**src/rtl/sr_ctrl_pkg.sv**
```systemverilog
// Shared encodings for the S/R drive controller: FSM states and command opcodes.
// Pure declarations; no latency and no backpressure of its own.
package sr_ctrl_pkg;

    typedef enum logic [1:0] {
        ST_IDLE   = 2'd0,
        ST_DRIVE  = 2'd1,
        ST_VERIFY = 2'd2
    } state_t;

    localparam logic OP_SET   = 1'b1;
    localparam logic OP_RESET = 1'b0;

    function automatic int max2(input int a, input int b);
        return (a > b) ? a : b;
    endfunction

endpackage

```
**src/rtl/sat_counter.sv**
```systemverilog
// Saturating event counter: count follows inc by one edge and holds at all-ones.
// No backpressure: every inc pulse is absorbed, increments beyond saturation are dropped.
module sat_counter #(
    parameter int W = 8
) (
    input  logic         clk,
    input  logic         rst_n,
    input  logic         inc,
    output logic [W-1:0] cnt
);

    always_ff @(posedge clk or negedge rst_n) begin
        if (!rst_n) begin
            cnt <= '0;
        end else if (inc && (cnt != {W{1'b1}})) begin
            cnt <= cnt + W'(1);
        end
    end

endmodule

```
**src/rtl/sr_drive_controller.sv**
```systemverilog
// Drives exclusive S/R pulses into the SR cell and verifies Q; done after PULSE_W+1 edges best case.
// Backpressure: req_ready is high only in IDLE, so one command is in flight at a time.
module sr_drive_controller
    import sr_ctrl_pkg::*;
#(
    parameter int PULSE_W = 1,
    parameter int TIMEOUT = 4,
    parameter int CNT_W   = 8
) (
    input  logic             clk,
    input  logic             rst_n,
    input  logic             req_valid,
    input  logic             req_op,
    output logic             req_ready,
    output logic             S,
    output logic             R,
    input  logic             q_fb,
    output logic             busy,
    output logic             done,
    output logic             err,
    output logic [CNT_W-1:0] err_cnt
);

    localparam int TCNT_W = $clog2(max2(PULSE_W, TIMEOUT) + 1);

    state_t            state, state_nxt;
    logic              op, op_nxt;
    logic [TCNT_W-1:0] tcnt, tcnt_nxt;
    logic              s_nxt, r_nxt, done_nxt, err_nxt;

    assign req_ready = (state == ST_IDLE);
    assign busy      = (state != ST_IDLE);

    always_ff @(posedge clk or negedge rst_n) begin
        if (!rst_n) begin
            state <= ST_IDLE;
            op    <= OP_RESET;
            tcnt  <= '0;
            S     <= 1'b0;
            R     <= 1'b0;
            done  <= 1'b0;
            err   <= 1'b0;
        end else begin
            state <= state_nxt;
            op    <= op_nxt;
            tcnt  <= tcnt_nxt;
            S     <= s_nxt;
            R     <= r_nxt;
            done  <= done_nxt;
            err   <= err_nxt;
        end
    end

    // S and R are only ever derived from a single op bit and its complement,
    // so the forbidden S=R=1 combination cannot be produced.
    always_comb begin
        state_nxt = state;
        op_nxt    = op;
        tcnt_nxt  = tcnt;
        s_nxt     = 1'b0;
        r_nxt     = 1'b0;
        done_nxt  = 1'b0;
        err_nxt   = 1'b0;
        case (state)
            ST_IDLE: begin
                if (req_valid) begin
                    op_nxt    = req_op;
                    state_nxt = ST_DRIVE;
                    tcnt_nxt  = '0;
                    s_nxt     = req_op;
                    r_nxt     = ~req_op;
                end
            end
            ST_DRIVE: begin
                if (tcnt == TCNT_W'(PULSE_W - 1)) begin
                    state_nxt = ST_VERIFY;
                    tcnt_nxt  = '0;
                end else begin
                    tcnt_nxt  = tcnt + TCNT_W'(1);
                    s_nxt     = op;
                    r_nxt     = ~op;
                end
            end
            ST_VERIFY: begin
                if (q_fb == op) begin
                    done_nxt  = 1'b1;
                    state_nxt = ST_IDLE;
                end else if (tcnt == TCNT_W'(TIMEOUT - 1)) begin
                    err_nxt   = 1'b1;
                    state_nxt = ST_IDLE;
                end else begin
                    tcnt_nxt  = tcnt + TCNT_W'(1);
                end
            end
            default: state_nxt = ST_IDLE;
        endcase
    end

    sat_counter #(
        .W(CNT_W)
    ) u_err_cnt (
        .clk  (clk),
        .rst_n(rst_n),
        .inc  (err_nxt),
        .cnt  (err_cnt)
    );

endmodule

```
**config.mk**
```make
export PLATFORM = sky130hd
export DESIGN_NAME = sr_drive_controller
export DESIGN_NICKNAME = d
export VERILOG_FILES = /design/src/rtl/sr_ctrl_pkg.sv /design/src/rtl/sat_counter.sv /design/src/rtl/sr_drive_controller.sv
export SDC_FILE = /design/constraint.sdc
export NUM_CORES = 1
export LEC_CHECK = 0
export ABC_AREA = 1
export CAP_MARGIN = 10
export CORE_MARGIN = 2
export CORE_UTILIZATION = 40
export DETAILED_ROUTE_END_ITERATION = 16
export SYNTH_ARGS = -nofsm -noshare
export SYNTH_HDL_FRONTEND = slang
export SYNTH_SLANG_ARGS = --single-unit
export TNS_END_PERCENT = 30
```
**constraint.sdc**
```tcl
create_clock -name clk -period 4.39 [get_ports clk]
set_clock_uncertainty 0.2 [all_clocks]
set_input_delay 0.439 -clock clk [delete_from_list [all_inputs] [get_ports clk]]
set_output_delay 0.439 -clock clk [all_outputs]
set_load 0.1 [all_outputs]
```
Yosys cells after proc, flatten, opt, wreduce, memory -nomap -nowiden
Index checks and enable logic that the tools add are counted.
Storage, ports and cells
  bits in registers: 18
  input bits: 5
  logic and storage cells: 51
Operators by class
  add/sub/neg operators: 2
  equal/unequal tests: 10
  multiplexer cells: 21
  bitwise operators: 2
  reduce and logical (&&, ||, !) cells: 8
Operators by type and width (count)
  $mux 3: 4
  $mux 1: 9
  $pmux 3 s3: 1
  $add 8x1->8 const B: 1
  $mux 2: 4
  $ne 2x2->1 const B: 4
  $ne 8x8->1 const B: 1
  $pmux 2 s3: 1
  $pmux 1 s2: 2
  $reduce_and 4->1: 1
  $add 3x1->3 const B: 1
  $eq 3x2->1 const B: 1
  $logic_not 3->1: 1
  $ne 3x3->1 const B: 1
  $reduce_and 3->1: 1
  $reduce_bool 3->1: 1
  $eq 2x1->1 const B: 1
  $eq 2x2->1 const B: 1
  $logic_not 2->1: 1
  $not 1->1: 2
  $reduce_and 2->1: 1
  $reduce_bool 2->1: 1
  $eq 1x1->1: 1
  $logic_and 1x1->1: 1

Logic depth before layout (Yosys ltp)
  word-level depth: 5
  depth in mapped cells: 8
  mapped depth without buffers: 8

Hierarchy
A second synthesis with hierarchy kept.
Second synthesis, totals
  cells, all modules: 136
  area, all modules: 1074.8 µm²
Modules (own cells, without submodules)
  sr_drive_controller: instances 1, cells each 73, area each 591.8 µm², seq. area each 250.2 µm²
  sat_counter: instances 1, cells each 63, area each 483.0 µm², seq. area each 200.2 µm²

Worst setup path before layout
OpenSTA, ideal clock, no wires.
  kind: register to register
  from: register state[0]
  to: register tcnt[0]
  library setup time: 0.128 ns
  arrival time: 2.564 ns
  data required time: 4.062 ns
  path slack: 1.497 ns
  cell stages (with the launch flop): 8
  path buffers: 0
  clock period less this slack: 2.893 ns
  cell sequence: dfrtp_1 -> inv_1 -> ha_1 -> inv_1 -> nor2_1 -> nor2_1 -> nand2_1 -> o21ai_0
On the way
  word-level cells in the longest chain between the ends: 3
RTL lines
  from (decl): RTL line sr_drive_controller.sv:26  | state_t state, state_nxt;
  from (signal assigned): RTL line sr_drive_controller.sv:44  | state <= state_nxt;
  $logic_not 2->1 *
  named net req_ready: RTL line sr_drive_controller.sv:14  | output logic req_ready,
  $ne 2x2->1 (no source line) or $reduce_bool 3->1 (tied branches)
  $reduce_and 4->1 (no source line)
  to (signal assigned): RTL line sr_drive_controller.sv:46  | tcnt <= tcnt_nxt;
  to (decl): RTL line sr_drive_controller.sv:28  | logic [TCNT_W-1:0] tcnt, tcnt_nxt;
Mark *: on every way through the listed nets, which the timed path passes. The rest lies on a longest branch.
A chain may end at the register's enable or synchronous reset.

Worst setup path in the final report
  from: register state[0]
  to: output busy
On the way
  word-level cells in the longest chain between the ends: 1
RTL lines
  $reduce_bool 2->1: RTL line sr_drive_controller.sv:32  | assign busy = (state != ST_IDLE);
  to (decl): RTL line sr_drive_controller.sv:18  | output logic busy,
Every way passes these cells.

==> out/results.txt <==
result of the run: completed
post-synthesis cell area: 1050 sq um
Final Net Count: 170
CTS root buf: sky130_fd_sc_hd__clkbuf_4
critical path start-end classification: flip-flop to output port
CTS Buffer Depth: 2
final wirelength: 1910 um
Syn Nets: 147
slew margin rel.: 0.354
Hold Slack: 0.301 ns
pin count of the biggest net entering global routing: 19
Fin. Hold Viols: 0
num rows: 18
TritonCTS clock tree: done
overall routing resource usage: 0.140
Antenna Cells: 0
type of the tightest min-delay check: flip-flop to flip-flop
max-cap violation count: 0
# port buffers: 18
commonest cells after routing, fill and taps aside: sky130_fd_sc_hd__nand2_1, sky130_fd_sc_hd__dfrtp_1, sky130_fd_sc_hd__inv_1, sky130_fd_sc_hd__clkdlybuf4s50_1
final total negative setup slack: 0 ns
clock period minus final worst setup slack: 2.88 ns
Crit path max-delay family: buffers and inverters
Die ar.: 3050 sq um
synthesis-stage register bit count: 18
antenna violations before repair: 0
worst setup slack after layout: 1.51 ns
CP dominant cell by count: sky130_fd_sc_hd__inv_1
Sink Count: 18
Die H: 55.3 um
# H-tree levels: 1
worst supply voltage drop on vdd: 426 uV
Post-Layout Cell Count: 185
crit end category: output port
Buf+Inv Stages, Crit Path: 3
number of setup violations in the final report: 0
Synth Area per Inst: 7.84 sq um
average detailed-routed wire length per instance: 10.3 um
crit share post-route: 0.655
number of distinct standard cells referenced by the synthesized netlist: 19
top-level port count: 19
worst setup slack before clock tree synthesis: 1.83 ns
source-to-sink clock delay at the later pin of the worst-skew pair: 0.28 ns
global-route wire length before repair: 3530 um
CORE AREA: 2480 sq um
count of buffers added by post-CTS timing repair for setup: 0
share of layout cells above drive strength 1: 0.0774
register area share after synthesis: 0.429
hold bufs inserted after CTS: 0
Pins Over Slew Limit: 0
vias in the first global route: 881
vias per cell: 4.63
total vias in the final route: 857
Max Fclk: 348 MHz
total overflow reported by the global router: 0
number of clock buffers inserted by TritonCTS: 3
detailed-router iteration count before antenna repair: 4
1st-iter DRT viols: 12
CP arrival: 2.24 ns
critical-path cell list: inv_1 > ha_1 > inv_1 > clkdlybuf4s50_1
initial standard-cell utilization of the core: 0.424
# resized after CTS: 0
post-detailed-route count of antenna-violating nets: 0
actual slew at the worst max-slew pin: 0.966 ns
P&R area growth vs syn: 22.9%
Power Dens Cells: 469 nW/um^2
global placement routability congestion: 0.744
detailed-route DRC error count: 0
RSZ-0062 raised after global routing: false
maximum cell stage delay along the critical path: 1.13 ns
Clock Pin Slew Worst Setup and Hold Paths: 0.10 ns
worst-path cell with the longest stage delay: sky130_fd_sc_hd__clkdlybuf4s50_1
Critical Path RT: 3.75 ns
Leakage: 0.680 nW
instance count after placement with tap cells included: 182
detailed placer's ending HPWL: 1520 um
die width: 55.3 um
Max Fanout on Critical Path: 4
Worst Setup Start Kind: flip-flop
Post-Syn Instances: 134
yosys synthesis warning count: 0
most frequent standard cell in the layout excluding fill and tap cells: sky130_fd_sc_hd__nand2_1
[sequential cells by signal (all words and copies together) (netlist names)]
register / cells
u_err_cnt.cnt: 8
tcnt: 3
state: 2
R: 1
S: 1
done: 1
err: 1
op: 1
[cells in the mapped netlist]
cell / instances / area (sq um)
sky130_fd_sc_hd__nand2_1: 54 / 203
sky130_fd_sc_hd__dfrtp_1: 18 / 450
sky130_fd_sc_hd__inv_1: 18 / 67.6
sky130_fd_sc_hd__ha_1: 8 / 100
sky130_fd_sc_hd__o21ai_0: 8 / 40.0
sky130_fd_sc_hd__nor2_1: 7 / 26.3
sky130_fd_sc_hd__nand3_1: 6 / 30.0
sky130_fd_sc_hd__nand2_2: 3 / 18.8
sky130_fd_sc_hd__xnor2_1: 2 / 17.5
sky130_fd_sc_hd__a21oi_1: 1 / 5.00
sky130_fd_sc_hd__inv_2: 1 / 3.75
sky130_fd_sc_hd__nand2_4: 1 / 11.3
sky130_fd_sc_hd__nand3_4: 1 / 17.5
sky130_fd_sc_hd__nand3b_1: 1 / 7.51
sky130_fd_sc_hd__nand3b_4: 1 / 20.0
sky130_fd_sc_hd__nor2_2: 1 / 6.26
sky130_fd_sc_hd__nor2_4: 1 / 11.3
sky130_fd_sc_hd__o22ai_1: 1 / 6.26
sky130_fd_sc_hd__xor2_1: 1 / 8.76
[final cells by class]
| cell class | instances | area (sq um) |
|---|---|---|
| Clock buffer | 3 | 22.5 |
| Fill cell | 243 | 1190 |
| Inverter | 19 | 71.3 |
| Multi-Input combinational cell | 97 | 529 |
| Sequential cell | 18 | 450 |
| Tap cell | 30 | 37.5 |
| Timing Repair Buffer | 18 | 180 |
[tightest hold or removal path, delay by kind of cell, from the launching register on]
| family | cells | cell delay [ns] |
|---|---|---|
| DFF | 1 | 0.36 |
| and+or+nand+nor | 1 | 0.05 |
| AOI/OAI and AO/OA | 1 | 0.05 |
[per-layer routing]
layer	up-vias	part of all wire	routed length [um]	global-route usage
met5	-	0	0	0
met4	0	0.0073	14	0.0627
met3	2	0.034	64	0.0164
met2	11	0.50	959	0.241
met1	389	0.46	869	0.176
li1	455	-	-	-
[stage by stage]
stage / utilization / power (W) / instance area, sq um
after floorplan: - / 0.000460 / 1050
after global placement: 0.512 / 0.000526 / 1270
after detailed placement: 0.512 / 0.000532 / 1270
after CTS: 0.521 / 0.000613 / 1290
after global routing: 0.521 / 0.000646 / 1290
final: 0.521 / 0.000606 / 1290
[power by group]
part	internal (W)	switching, W
clock	0.0000318	0.0000467
sequential	0.000191	0.0000194
combinational	0.0000784	0.000239
[kinds of logic (layout without fill, tap and decap cells)]
group	Yosys count	in the layout	share of synthesized area
adder cells (fa/ha/maj)	8	8	0.0952
flip-flops	18	18	0.429
XOR/XNOR	3	3	0.0250
AO/OA/AOI/OAI	10	10	0.0488
buffers and inverters	19	40	0.0678
AND/OR/NAND/NOR	76	76	0.335
[final timing paths]
check	endpoint	cells after the start	from	slack (ns)
setup / recovery	busy	4	state[0]$_DFFE_PN0P_	1.51
hold / removal	tcnt[2]$_DFFE_PN0P_	2	tcnt[2]$_DFFE_PN0P_	0.30
setup reg to reg	u_err_cnt.cnt[3]$_DFFE_PN0P_	7	tcnt[0]$_DFFE_PN0P_	2.68
hold reg to reg	tcnt[2]$_DFFE_PN0P_	2	tcnt[2]$_DFFE_PN0P_	0.30
max in group asynchronous	tcnt[0]$_DFFE_PN0P_	1	rst_n	3.09
min in group asynchronous	u_err_cnt.cnt[1]$_DFFE_PN0P_	1	rst_n	0.41
Note: power is estimated with default switching activity, not from simulation.
